--- src/rtl/alu_issue_arbiter.sv ---
// alu_issue_arbiter: round-robin issue of NREQ reservation-station ops
// onto one shared ALU through an EX register and a WB result register.
module alu_issue_arbiter #(
  parameter int BITWIDTH = 32,
  parameter int NREQ     = 4,
  parameter int TAGW     = 5
) (
  input  logic                     clk,
  input  logic                     rst_n,
  input  logic                     flush,
  input  logic [NREQ-1:0]          req_valid,
  output logic [NREQ-1:0]          req_ready,
  input  logic [NREQ*BITWIDTH-1:0] req_A,
  input  logic [NREQ*BITWIDTH-1:0] req_B,
  input  logic [NREQ*3-1:0]        req_op,
  input  logic [NREQ*TAGW-1:0]     req_tag,
  output logic [BITWIDTH-1:0]      alu_A,
  output logic [BITWIDTH-1:0]      alu_B,
  output logic [2:0]               alu_ctrl,
  output logic                     alu_en,
  input  logic [BITWIDTH-1:0]      alu_result,
  input  logic                     alu_zero,
  output logic                     res_valid,
  input  logic                     res_ready,
  output logic [BITWIDTH-1:0]      res_data,
  output logic [TAGW-1:0]          res_tag,
  output logic                     res_zero,
  output logic                     busy
);

  localparam int PW = (NREQ > 1) ? $clog2(NREQ) : 1;

  typedef struct packed {
    logic [BITWIDTH-1:0] a;
    logic [BITWIDTH-1:0] b;
    logic [2:0]          op;
    logic [TAGW-1:0]     tag;
  } ex_op_t;

  logic          ex_valid;
  ex_op_t        ex_q;
  ex_op_t        sel;
  logic [PW-1:0] rr_ptr;
  logic [PW-1:0] gnt_idx;
  logic [PW:0]   cand;
  logic          hit;
  logic          grant;
  logic          wb_take;
  logic          ex_adv;

  assign wb_take = ~res_valid | res_ready;
  assign ex_adv  = ~ex_valid | wb_take;

  // First valid requester at or after rr_ptr, wrapping at NREQ-1.
  always_comb begin
    hit     = 1'b0;
    gnt_idx = '0;
    cand    = '0;
    for (int k = 0; k < NREQ; k++) begin
      cand = {1'b0, rr_ptr} + (PW+1)'(k);
      if (cand >= (PW+1)'(NREQ))
        cand = cand - (PW+1)'(NREQ);
      if (!hit && req_valid[cand[PW-1:0]]) begin
        hit     = 1'b1;
        gnt_idx = cand[PW-1:0];
      end
    end
  end

  assign grant = hit & ex_adv & ~flush & rst_n;

  // One-hot grant only while the EX slot can take a new op.
  always_comb begin
    req_ready = '0;
    if (grant)
      req_ready = NREQ'(1) << gnt_idx;
  end

  // Payload of the granted requester.
  always_comb begin
    sel.a   = req_A[int'(gnt_idx)*BITWIDTH +: BITWIDTH];
    sel.b   = req_B[int'(gnt_idx)*BITWIDTH +: BITWIDTH];
    sel.op  = req_op[int'(gnt_idx)*3 +: 3];
    sel.tag = req_tag[int'(gnt_idx)*TAGW +: TAGW];
  end

  // Round-robin pointer moves past the winner; holds otherwise.
  always_ff @(posedge clk or negedge rst_n) begin
    if (!rst_n)
      rr_ptr <= '0;
    else if (grant)
      rr_ptr <= (gnt_idx == PW'(NREQ-1)) ? '0 : gnt_idx + 1'b1;
  end

  // EX stage: load on grant, empty when it drains, squash on flush.
  always_ff @(posedge clk or negedge rst_n) begin
    if (!rst_n) begin
      ex_valid <= 1'b0;
      ex_q     <= '0;
    end else if (flush) begin
      ex_valid <= 1'b0;
    end else if (grant) begin
      ex_valid <= 1'b1;
      ex_q     <= sel;
    end else if (ex_adv) begin
      ex_valid <= 1'b0;
    end
  end

  // WB stage: capture ALU output, hold it until the bus accepts.
  always_ff @(posedge clk or negedge rst_n) begin
    if (!rst_n) begin
      res_valid <= 1'b0;
      res_data  <= '0;
      res_tag   <= '0;
      res_zero  <= 1'b0;
    end else if (flush) begin
      res_valid <= 1'b0;
    end else if (wb_take && ex_valid) begin
      res_valid <= 1'b1;
      res_data  <= alu_result;
      res_tag   <= ex_q.tag;
      res_zero  <= alu_zero;
    end else if (res_ready) begin
      res_valid <= 1'b0;
    end
  end

  // ALU inputs are forced to zero while idle so they do not toggle.
  always_comb begin
    alu_en   = ex_valid;
    alu_A    = ex_valid ? ex_q.a  : '0;
    alu_B    = ex_valid ? ex_q.b  : '0;
    alu_ctrl = ex_valid ? ex_q.op : '0;
  end

  assign busy = ex_valid | res_valid;

endmodule

--- config.mk ---
export PLATFORM = sky130hd
export DESIGN_NAME = alu_issue_arbiter
export DESIGN_NICKNAME = d
export VERILOG_FILES = /design/src/rtl/alu_issue_arbiter.sv
export SDC_FILE = /design/constraint.sdc
export NUM_CORES = 1
export LEC_CHECK = 0
export CORE_AREA = 3 3 171 173
export DETAILED_ROUTE_END_ITERATION = 10
export DIE_AREA = 0 0 174 176
export PLACE_DENSITY = 0.59
export SLEW_MARGIN = 20
export SYNTH_ARGS = -nofsm -noshare
export SYNTH_HDL_FRONTEND = slang
export SYNTH_SLANG_ARGS = --single-unit
--- constraint.sdc ---
create_clock -name clk -period 2.1 [get_ports clk]
set_input_delay 0.525 -clock clk [delete_from_list [all_inputs] [get_ports clk]]
set_output_delay 0.525 -clock clk [all_outputs]
set_load 0.01 [all_outputs]
* Yosys cells after proc, flatten, opt, wreduce, memory -nomap -nowiden
Cells that the tools add are included.
** Operators by class
- Add/sub/neg operators :: 8
- Multiply operators :: 2
- $lt $le $gt $ge :: 8
- Eq/ne operators :: 1
- Shift operators :: 5
- Multiplexer cells :: 31
- Bitwise gates (word level) :: 9
- Reductions and logical operators :: 11
** Operators by type and width (count)
- 128-bit by 8-bit indexed part select with 32-bit output :: 2
- 32-bit 2-to-1 mux :: 2
- 20-bit by 6-bit indexed part select with 5-bit output :: 1
- 2-bit 2-to-1 mux :: 9
- 1-bit 2-to-1 mux :: 14
- 2-bit by 3-bit less-than comparator with 1-bit output, second input constant :: 4
- 12-bit by 5-bit indexed part select with 3-bit output :: 1
- 3-bit >= comparator, second input constant :: 3
- 1-bit binary-select mux with 2-bit select :: 4
- 2-bit by 1-bit subtractor with 2-bit output, second input constant :: 4
- 2-bit by 2-bit adder with 3-bit output, second input constant :: 2
- 3-bit nonzero test :: 2
- 2-bit by 3-bit multiplier with 5-bit output, second input constant :: 1
- 1-bit logical AND :: 4
- 2-bit by 2-bit multiplier with 4-bit output, second input constant :: 1
- 4-bit 2-to-1 mux :: 1
- 2-bit AND reduction :: 2
- 1-bit by 2-bit left shift with 4-bit output, first input constant :: 1
- 2-bit by 1-bit adder with 3-bit output, second input constant :: 1
- 1-bit bitwise AND :: 3
- 2-bit by 3-bit >= comparator with 1-bit output, second input constant :: 1
- 1-bit zero test :: 3
- 3-bit 2-to-1 mux :: 1
- 1-bit NOT :: 3
- other kinds (3) :: 5
** Word-level totals
- Bits in registers :: 114
- Input bits :: 329
- Output and inout port bits :: 112
- Logic and storage cells :: 85

* Longest topological paths before layout
- Depth in word-level cells :: 19
- Gate-level depth with buffers :: 9
- Depth with buffers taken out :: 7

* Worst setup path after synthesis
OpenSTA, ideal clock, no wires.
- Kind :: input -> output
- Start point :: input req_valid[0]
- End point :: output req_ready[3]
- Arrival :: 1618 ps
- Required time :: 1575 ps
- Path slack :: -43 ps
- Cell stages on the path :: 8
- Path buffers :: 2
- Path through :: nor2b_4 -> a21oi_2 -> o221ai_4 -> buf_8 -> buf_6 -> inv_2 -> ha_1 -> and2_1
** On the way
- Word-level cells in the longest chain between the ends :: 16
- Elaborated cells on any way between the ends :: 27
- Classes of those cells :: shift: 1; mux: 17; bitwise: 3; reduce/logical: 6
** RTL lines
- start: declaration :: RTL line 11 : input logic [NREQ-1:0] req_valid,
- 1-bit binary-select mux with 2-bit select :: RTL line 63 : if (!hit && req_valid[cand[PW-1:0]]) begin
- 1-bit 2-to-1 mux (not written as such) :: RTL line 63
- 1-bit 2-to-1 mux :: RTL line 63
- 1-bit zero test :: RTL line 63
- 1-bit logical AND :: RTL line 63
- 1-bit 2-to-1 mux :: RTL line 63
- 1-bit zero test :: RTL line 63
- 1-bit logical AND :: RTL line 63
- 1-bit 2-to-1 mux :: RTL line 63
- 1-bit zero test :: RTL line 63
- 1-bit logical AND :: RTL line 63
- 1-bit 2-to-1 mux :: RTL line 63
- 1-bit bitwise AND (3 in series) :: RTL line 70 : assign grant = hit & ex_adv & ~flush & rst_n;
- 4-bit 2-to-1 mux * :: RTL line 75 : if (grant)
- end: declaration :: RTL line 12 : output logic [NREQ-1:0] req_ready,
Every way passes the cells marked *; elsewhere a longest branch is shown, timed or not. The select of a mux whose other input is x is not followed.

* Worst setup path in the final report
- Start point :: input req_valid[0]
- End point :: output req_ready[0]
The elaborated chain is that of the path after synthesis.

==> out/results.ini <==
[outcome]
outcome=complete, but fails checks
violations=negative setup slack

[setup_path]
r2r_start=rr_ptr[1]
max_stage_delay_ns=0.27
crit_type=in2out
cp_slowest_cell=dlygate4sd2_1
worstPathCellList=dlygate4sd2_1 > nor2b_1 > o21ai_2 > o221ai_4 > buf_4 > ha_4 > and2_4 > buf_6
r2r-end=ex_q[37]
path_max_fanout=4
critPathLaunchType=primary input
endpoint_kind=output port
cp.arrival_ns=1.82
critPathBufInv=3
r2r_cells=7
reg2reg_slack_ns=-0.03
required_ns=1.57
cpLargestDelayFamily=buffers and inverters

[timing]
fmax_mhz=426.1
relSlewSlack=0.4266
fin_crit_ns=2.347
worst_slew_pin_slew_ns=0.8601
skew_ns=0.01412
maxSlewViolCount=0
rsz0062_at_grt=yes
min_period_over_period=1.118
final_hold_viol_count=0
setup_ws_ns=-0.2468
setup_viol=5

[floorplanning]
top_level_ports=441
initial_core_util=0.2443
die_y_um=176
die_w_um=174
rows=61
dieArea_sq_um=30620
core-area_sq_um=27780

[cells_and_area]
area_delta_synth_final_pct=81.60
drive_above_1_share=0.1994
final_nets=1383
finalInstanceArea_sq_um=12330
layout_common_cells=clkdlybuf4s50_1 (362), mux2i_1 (143), dfrtp_1 (112)
n_antenna_cell=0
final_common_cell=clkdlybuf4s50_1

[power_and_ir_drop]
power_density_nw_per_um2=845.6
clkPwrFrac=0.266
seqPwrFrac=0.312
vdd_drop_max_mv=0.5594
swShare=0.3347
power.net_switching_mw=3.488
p_leak_nw=5.538
pwr-share-comb=0.422
power.internal_mw=6.935

[placement]
preCtsSetupSlack_ns=-0.8439
gp_congestion=0.7811
io_buffers=440
postPlaceCellArea_sq_um=11620
dp_hpwl_mm=20.05

[grt]
track_usage=0.1822
grt_pass1_vias=7104
grt_pass1_wl_mm=42.97
grt_max_degree=65
antenna_found_initial=0
grt-ovfl-total=0

[logic_synthesis]
ys_types=34
synth_nets=929
ys_seq_area_frac=0.4203
ys_warn_count=0
avgSynthCellArea_sq_um=11.39
syn_inst=596
synth-seq-cells=114
syn-cell-area_sq_um=6788

[clocking]
cts_buffer_depth=2
postCtsHoldBufs=0
root_buffer=clkbuf_16
htreeDepth=4
cts_sinks=114
cts_tree=yes
clk-insertion-delay-late_ns=0.42
cts_buffers=17
path_clk_slew_ns=0.06

[route]
final_antenna_net_count=0
routed-via-count=6573
routed_wl_mm=28.64
drc_errors=0
drtPass1Iterations=4
via_per_inst=4.561
wl_per_cell_um=19.87
drt-initial-drc-count=250

[run]
maxCapViolations=0

[min_path]
hold_path_class=in2async

[metal layers]
layer | up-vias | track usage | wire length [um]
met2 | 268 | 0.3213 | 14400
met5 | - | 0 | 0
li1 | 3112 | - | -
met4 | 0 | 0.04457 | 410
met3 | 23 | 0.06194 | 2162
met1 | 3170 | 0.2133 | 11660
[cells by family (layout without fill, tap and decap cells)]
| logic type | count (synthesis) | after routing | synth area share |
|---|---|---|---|
| compound gates | 81 | 81 | 0.1064 |
| fa+ha+maj | 4 | 4 | 0.007374 |
| buf+inv | 54 | 521 | 0.06746 |
| flops | 114 | 114 | 0.4203 |
| mux | 182 | 182 | 0.2754 |
| simple gates | 161 | 161 | 0.1231 |
[power by group through the flow]
stage	sequential, mW	clock (mW)	combinational [mW]
2_1_floorplan	3.30	0	2.42
3_3_place_gp	3.25	0	4.11
3_5_place_dp	3.27	0	4.15
4_1_cts	3.24	2.87	4.35
5_1_grt	3.35	2.98	4.79
6_report	3.25	2.77	4.40
[flip-flops by register name (all words and copies together) (netlist names)]
name	count
alu_en	1
ex_q	72
res_data	32
res_tag	5
res_valid	1
res_zero	1
rr_ptr	2
[worst max path at each step]
stage,startpoint,to,slack (ns),depth (start not counted)
detailed placement,req_valid[1],req_ready[0],-0.84,8
finish,req_valid[0],req_ready[0],-0.25,8
CTS,rr_ptr[1],req_ready[0],-0.27,8
floorplan,req_valid[0],req_ready[3],-0.002,8
global placement,req_valid[0],req_ready[0],-0.81,8
global route,rr_ptr[1],req_ready[0],-0.35,8
[layout make-up]
cell class              count  area, sq um
clock buffers              17        425.4
clock inverters            15        125.1
fillers                  2741        15450
inverters                   4        20.02
multi-input cells         428         3592
flip-flops and latches    114         2855
well taps                 378        473.0
repair buffers            485         4836
[cell usage after synthesis]
master | instances | share of area
nor2b_4 | 2 | 0.0041
nand3b_1 | 1 | 0.0011
buf_6 | 4 | 0.0066
nand2_1 | 78 | 0.043
inv_1 | 1 | 0.00055
nor2b_1 | 2 | 0.0018
a21oi_2 | 1 | 0.0013
or2_2 | 1 | 0.00092
mux2_1 | 20 | 0.033
a21boi_1 | 1 | 0.0011
o21bai_1 | 1 | 0.0011
mux2_2 | 18 | 0.030
or2_1 | 1 | 0.00092
and2_1 | 71 | 0.065
o221ai_4 | 1 | 0.0039
buf_2 | 25 | 0.018
nor4_2 | 1 | 0.0018
nor3b_1 | 1 | 0.0011
o21ai_2 | 1 | 0.0013
mux2i_1 | 144 | 0.21
dfrtp_1 | 114 | 0.42
buf_8 | 1 | 0.0022
nor2_1 | 2 | 0.0011
o21a_1 | 1 | 0.0011
o221ai_1 | 72 | 0.093
a21o_1 | 1 | 0.0011
inv_2 | 3 | 0.0017
ha_1 | 4 | 0.0074
buf_12 | 11 | 0.032
nor2_4 | 1 | 0.0017
o22a_1 | 1 | 0.0013
clkbuf_1 | 8 | 0.0044
a211o_1 | 1 | 0.0013
clkbuf_4 | 1 | 0.0011
[per-stage QoR]
step                      std cells  power (mW)  utilization   TNS (ns)  hold slack (ns)
after floorplan                 596       5.715            -  -0.003840           0.2294
after global placement         1396       7.362       0.4182     -54.32           0.4616
after detailed placement       1396       7.426       0.4182     -57.88           0.4654
after CTS                      1440       10.47       0.4401     -1.220           0.2818
after global routing           1441       11.11       0.4437     -4.865           0.3117
final                          1441       10.42       0.4437    -0.9764           0.2583
[repair_timing]
| item | CTS | global route |
|---|---|---|
| endpoints found under the hold margin | 0 | 0 |
| buffers inserted | 7 | 1 |
| pin swaps | 9 | 4 |
| gates cloned | 5 | 2 |
| resized for setup | 276 | 67 |
| endpoints found under the setup margin | 145 | 120 |
Note: power is estimated with default switching activity, not from simulation.
